### src/rtl/load_unit.sv
// -----------------------------------------------------------------------------
// load_unit
// Load path between the memory-access stage and a word-addressed memory with a
// registered read. Takes one load at a time (byte address + RISC-V funct3),
// issues a one-cycle word-aligned read strobe, waits MEM_LATENCY edges, then
// returns the byte/halfword/word with sign or zero extension over a
// valid/ready response handshake.
//
// Optional feature macro: MISALIGN_CHECK_EN
//   defined   : misaligned LH/LHU/LW requests skip the memory and answer
//               immediately with rsp_err=1, rsp_data=0.
//   undefined : rsp_err is tied low; misaligned offsets are truncated.
//
// Ports:
//   clk, reset          clock, asynchronous active-high reset
//   req_valid/req_ready request handshake (ready only in IDLE)
//   req_addr[31:0]      byte address of the load
//   req_funct3[2:0]     000 LB, 001 LH, 010 LW, 100 LBU, 101 LHU (others = LW)
//   mem_addr[31:0]      word-aligned byte address to memory
//   mem_rstrb           one-cycle read strobe
//   mem_rdata[31:0]     word returned by memory
//   rsp_valid/rsp_ready response handshake
//   rsp_data[31:0]      extended load result
//   rsp_err             misaligned-access flag
// -----------------------------------------------------------------------------
module load_unit #(
    parameter int unsigned MEM_LATENCY = 1
) (
    input  logic        clk,
    input  logic        reset,
    input  logic        req_valid,
    output logic        req_ready,
    input  logic [31:0] req_addr,
    input  logic [2:0]  req_funct3,
    output logic [31:0] mem_addr,
    output logic        mem_rstrb,
    input  logic [31:0] mem_rdata,
    output logic        rsp_valid,
    input  logic        rsp_ready,
    output logic [31:0] rsp_data,
    output logic        rsp_err
);

    localparam int unsigned CNT_W = 4;

    generate
        if (MEM_LATENCY < 1 || MEM_LATENCY > 15) begin : g_bad_latency
            $error("load_unit: MEM_LATENCY must be in 1..15");
        end
    endgenerate

    typedef enum logic [1:0] {
        IDLE  = 2'd0,
        ISSUE = 2'd1,
        WAIT  = 2'd2,
        RESP  = 2'd3
    } state_t;

    state_t            r_state;
    logic [1:0]        r_off;
    logic [2:0]        r_funct3;
    logic [CNT_W-1:0]  r_cnt;
    logic [31:0]       r_mem_addr;
    logic              r_mem_rstrb;
    logic              r_rsp_valid;
    logic [31:0]       r_rsp_data;

    logic [7:0]        w_byte;
    logic [15:0]       w_half;
    logic [31:0]       w_fmt;
    logic              w_misalign;

    // Misalignment decode of the incoming request
`ifdef MISALIGN_CHECK_EN
    logic              r_rsp_err;

    always_comb begin
        w_misalign = 1'b0;
        case (req_funct3)
            3'b000, 3'b100: w_misalign = 1'b0;
            3'b001, 3'b101: w_misalign = req_addr[0];
            default:        w_misalign = (req_addr[1:0] != 2'b00);
        endcase
    end

    assign rsp_err = r_rsp_err;
`else
    assign w_misalign = 1'b0;
    assign rsp_err    = 1'b0;
`endif

    // Lane select and extension of the returned word
    always_comb begin
        w_byte = mem_rdata[7:0];
        case (r_off)
            2'd0: w_byte = mem_rdata[7:0];
            2'd1: w_byte = mem_rdata[15:8];
            2'd2: w_byte = mem_rdata[23:16];
            2'd3: w_byte = mem_rdata[31:24];
            default: w_byte = mem_rdata[7:0];
        endcase
        w_half = r_off[1] ? mem_rdata[31:16] : mem_rdata[15:0];
        case (r_funct3)
            3'b000:  w_fmt = {{24{w_byte[7]}}, w_byte};
            3'b100:  w_fmt = {24'd0, w_byte};
            3'b001:  w_fmt = {{16{w_half[15]}}, w_half};
            3'b101:  w_fmt = {16'd0, w_half};
            default: w_fmt = mem_rdata;
        endcase
    end

    // Control FSM with registered outputs
    always_ff @(posedge clk or posedge reset) begin
        if (reset) begin
            r_state     <= IDLE;
            r_off       <= 2'd0;
            r_funct3    <= 3'd0;
            r_cnt       <= '0;
            r_mem_addr  <= 32'd0;
            r_mem_rstrb <= 1'b0;
            r_rsp_valid <= 1'b0;
            r_rsp_data  <= 32'd0;
`ifdef MISALIGN_CHECK_EN
            r_rsp_err   <= 1'b0;
`endif
        end else begin
            case (r_state)
                IDLE: begin
                    if (req_valid) begin
                        r_off    <= req_addr[1:0];
                        r_funct3 <= req_funct3;
                        if (w_misalign) begin
                            // Answer straight away; memory is never touched
                            r_rsp_valid <= 1'b1;
                            r_rsp_data  <= 32'd0;
`ifdef MISALIGN_CHECK_EN
                            r_rsp_err   <= 1'b1;
`endif
                            r_state     <= RESP;
                        end else begin
                            r_mem_addr  <= {req_addr[31:2], 2'b00};
                            r_mem_rstrb <= 1'b1;
`ifdef MISALIGN_CHECK_EN
                            r_rsp_err   <= 1'b0;
`endif
                            r_state     <= ISSUE;
                        end
                    end
                end
                ISSUE: begin
                    r_mem_rstrb <= 1'b0;
                    r_cnt       <= CNT_W'(MEM_LATENCY - 1);
                    r_state     <= WAIT;
                end
                WAIT: begin
                    if (r_cnt != '0) begin
                        r_cnt <= r_cnt - CNT_W'(1);
                    end else begin
                        // Only edge at which mem_rdata is sampled
                        r_rsp_data  <= w_fmt;
                        r_rsp_valid <= 1'b1;
                        r_state     <= RESP;
                    end
                end
                RESP: begin
                    if (rsp_ready) begin
                        r_rsp_valid <= 1'b0;
                        r_state     <= IDLE;
                    end
                end
                default: r_state <= IDLE;
            endcase
        end
    end

    assign req_ready = (r_state == IDLE);
    assign mem_addr  = r_mem_addr;
    assign mem_rstrb = r_mem_rstrb;
    assign rsp_valid = r_rsp_valid;
    assign rsp_data  = r_rsp_data;

endmodule

### config.mk
export PLATFORM = sky130hd
export DESIGN_NAME = load_unit
export DESIGN_NICKNAME = d
export VERILOG_FILES = /design/src/rtl/load_unit.sv
export SDC_FILE = /design/constraint.sdc
export NUM_CORES = 1
export LEC_CHECK = 0
export ABC_AREA = 1
export BUFFER_PORTS_ARGS = -buffer_cell sky130_fd_sc_hd__buf_2
export CORE_ASPECT_RATIO = 1.4
export CORE_MARGIN = 4
export CORE_UTILIZATION = 35
export CTS_CLUSTER_DIAMETER = 60
export DETAILED_ROUTE_END_ITERATION = 7
export GPL_ROUTABILITY_DRIVEN = 0
export PLACE_DENSITY_LB_ADDON = 0.15
export SLEW_MARGIN = 40
export SYNTH_ARGS = -nofsm -noshare
export SYNTH_HDL_FRONTEND = slang
export SYNTH_SLANG_ARGS = --single-unit
### constraint.sdc
create_clock -name clk -period 5 [get_ports clk]
set_input_delay 0.25 -clock clk [delete_from_list [all_inputs] [get_ports clk]]
set_output_delay 0.25 -clock clk [all_outputs]
set_load 0.1 [all_outputs]
==> impl_metrics.py <==
metrics = {
    "sta": {
        "relSlewSlack_pct": 47.3,
        "maxSlewViolCount": 0,
        "setup_viol": 0,
        "tightest_slew_ns": 0.791,
        "hold_viol": 0,
        "fin_crit_sh_pct": 45.8,
        "clock.fmax_mhz": 437,
        "grt_setup_unrepaired": "no",
        "period_minus_slack_ns": 2.29,
        "setup_tns_ns": 0,
        "clock_skew_ns": 0.00822,
    },
    "placed_design": {
        "portBuffers": 135,
        "place_hpwl_mm": 7.40,
    },
    "routing": {
        "via_per_inst": 4.64,
        "wire_per_inst_um": 13.9,
        "drtIter0Drc": 211,
        "routed_wl_mm": 10.4,
        "vias": 3449,
        "drc": 0,
        "drtPass1Iterations": 4,
        "ant_nets": 0,
    },
    "yosys": {
        "synth_area_um2": 3740,
        "ys_ff_latch": 75,
        "syn_inst": 480,
        "yosys_warnings": 0,
        "synth.distinct_cells": 29,
        "avgSynthCellArea_um2": 7.80,
        "synth-seq-area-share_pct": 50.2,
    },
    "status": {
        "status": "finished, final reports clean",
    },
    "global_route": {
        "track_usage_pct": 17.4,
        "first_global_vias": 3403,
        "antenna_found_initial": 0,
        "grt_pass1_wl_mm": 16.7,
        "met1_usage_pct": 23.1,
        "grt_use_met3_pct": 4.96,
        "grt_start_max_net_pins": 76,
        "grt_overflow_total": 0,
        "grtUsageMet2_pct": 27.1,
        "top_usage_layer": "met2",
    },
    "cells_and_area": {
        "nets": 677,
        "drive_gt1_share_pct": 28.9,
        "antenna_cells": 0,
        "area.growth.synth_to_final_pct": 26.5,
    },
    "worst_setup_path": {
        "reg2reg_from": "r_state[0]",
        "crit_fanout": 49,
        "required_ns": 5.26,
        "critPathLaunchType": "flip-flop",
        "critPathCaptureType": "flip-flop",
        "r2r_cells": 7,
        "r2r_slack_ns": 2.71,
        "r2r-end": "rsp_data[7]",
        "worstPathArrival_ns": 2.55,
        "crit_type": "reg -> reg",
    },
    "clock_tree": {
        "cts_tree": "yes",
        "cts.clk_slew.worst_paths_ns": 0.06,
        "ctsLongestPathBuffers": 2,
        "h-tree-depth": 3,
        "cts_root_buf": "clkbuf_16",
        "ctsHoldBuffers": 0,
        "cts.sinks": 75,
        "postCtsSetupRepairBufs": 0,
        "cts_buffers": 9,
        "ctsResizeCount": 0,
        "clock_latency_ns": 0.33,
    },
    "worst_hold_path": {
        "hold_path.class": "in -> async",
    },
    "die": {
        "io_pins": 139,
        "die-area_um2": 12400,
        "die_w_um": 95.4,
        "core.rowCount": 44,
        "core-area_um2": 10400,
        "die_h_um": 130,
        "start_util_pct": 36.0,
    },
    "job": {
        "cap_viol_max_count": 0,
    },
}
logic make-up after synthesis:
kind of cell,Yosys count,share of synthesized area [%]
buffers and inverters,72,8.89
other,1,0.100
xor gates and xnor gates,2,0.468
adders and majority gates,5,1.67
AOI/OAI and AO/OA,69,10.0
DFF,75,50.2
and+or+nand+nor,256,28.7
critical path, stage by stage (launching register included):
cell and delay (ns):
dfrtp_1 0.41, inv_1 0.12, ha_1 0.31, nand4_4 0.58, inv_2 0.46, or2_2 0.17
inv_1 0.03, a21oi_1 0.10
cells in the final DEF (no fill, tap or decap):
cell          n
nand4_1       1
clkinv_4      1
clkinv_2      2
ha_1          5
nor2_2        1
bufinv_16     1
nand3b_2      1
or2_1         3
nor3_1        1
or2_2        14
o21ai_0      18
nand2_1     188
dfrtp_2       1
nor3_2        1
clkbuf_1      3
o22ai_1       9
xor2_1        2
nor2_1       21
inv_1        39
conb_1        3
inv_2         4
nand2_2       1
nand3_1      22
clkinvlp_4    1
dfrtp_1      74
buf_2       135
o211ai_1      7
a21oi_1      34
nand4_4       1
o21ai_1       1
clkbuf_16     9
buf_6         1
nand3_2       1
per-stage QoR:
step                std cells  utilization (%)  setup slack [ns]  instance area, um2  hold slack [ns]
floorplan                 482                -              2.81                3750            0.360
CTS                       744             45.5              2.66                4730           0.0932
global route              744             45.5              2.46                4730            0.104
detailed placement        728             42.7              2.69                4450            0.448
finish                    744             45.5              2.71                4730           0.0892
global placement          728             42.7              2.17                4440            0.444
worst max path at each step:
| stage | endpoint | slack (ns) | startpoint |
|---|---|---|---|
| final | rsp_data[7] | 2.71 | r_state[0] |
| after global placement | mem_rstrb | 2.17 | r_state[0] |
| after detailed placement | rsp_data[7] | 2.69 | r_state[0] |
| after floorplan | mem_rstrb | 2.81 | r_state[0] |
| after global routing | rsp_data[7] | 2.46 | r_state[0] |
| after CTS | rsp_data[7] | 2.66 | r_state[0] |
registers in the layout, indices dropped and copies added, names as in the netlist:
signal / cells
rsp_valid: 1
r_funct3: 3
mem_rstrb: 1
r_state: 2
rsp_data: 32
r_cnt: 4
r_off: 2
mem_addr: 30
routing by layer:
layer | vias to the layer above | part of all wire, %
met1 | 1546 | 43
met4 | 0 | 1.9
met5 | - | 0
met3 | 17 | 9.4
met2 | 149 | 45
li1 | 1737 | -
cells in the mapped netlist, drive strengths merged:
master | number | area share, %
nor2 | 22 | 2.3
dfrtp | 75 | 50
a21oi | 34 | 4.5
buf | 18 | 3.4
inv | 44 | 4.4
o211ai | 7 | 1.4
nand3b | 1 | 0.30
ha | 5 | 1.7
o22ai | 9 | 1.5
or2 | 17 | 2.8
nand2 | 189 | 19
conb | 1 | 0.10
nand3 | 23 | 3.2
xor2 | 2 | 0.47
nand4 | 2 | 0.74
nor3 | 2 | 0.40
clkbuf | 10 | 1.0
o21ai | 19 | 2.5
final cells by class:
| cell class | count | area [um2] |
|---|---|---|
| clock inverters | 4 | 51.3 |
| repair buffers | 136 | 687 |
| inverters | 44 | 166 |
| multi-input cells | 335 | 1540 |
| well taps | 138 | 173 |
| flip-flops and latches | 75 | 1880 |
| clock buffers | 12 | 236 |
| fillers | 1078 | 5670 |
Power is not shown: default switching activity piles up to over one toggle a cycle in this logic, so the estimate is an artifact.
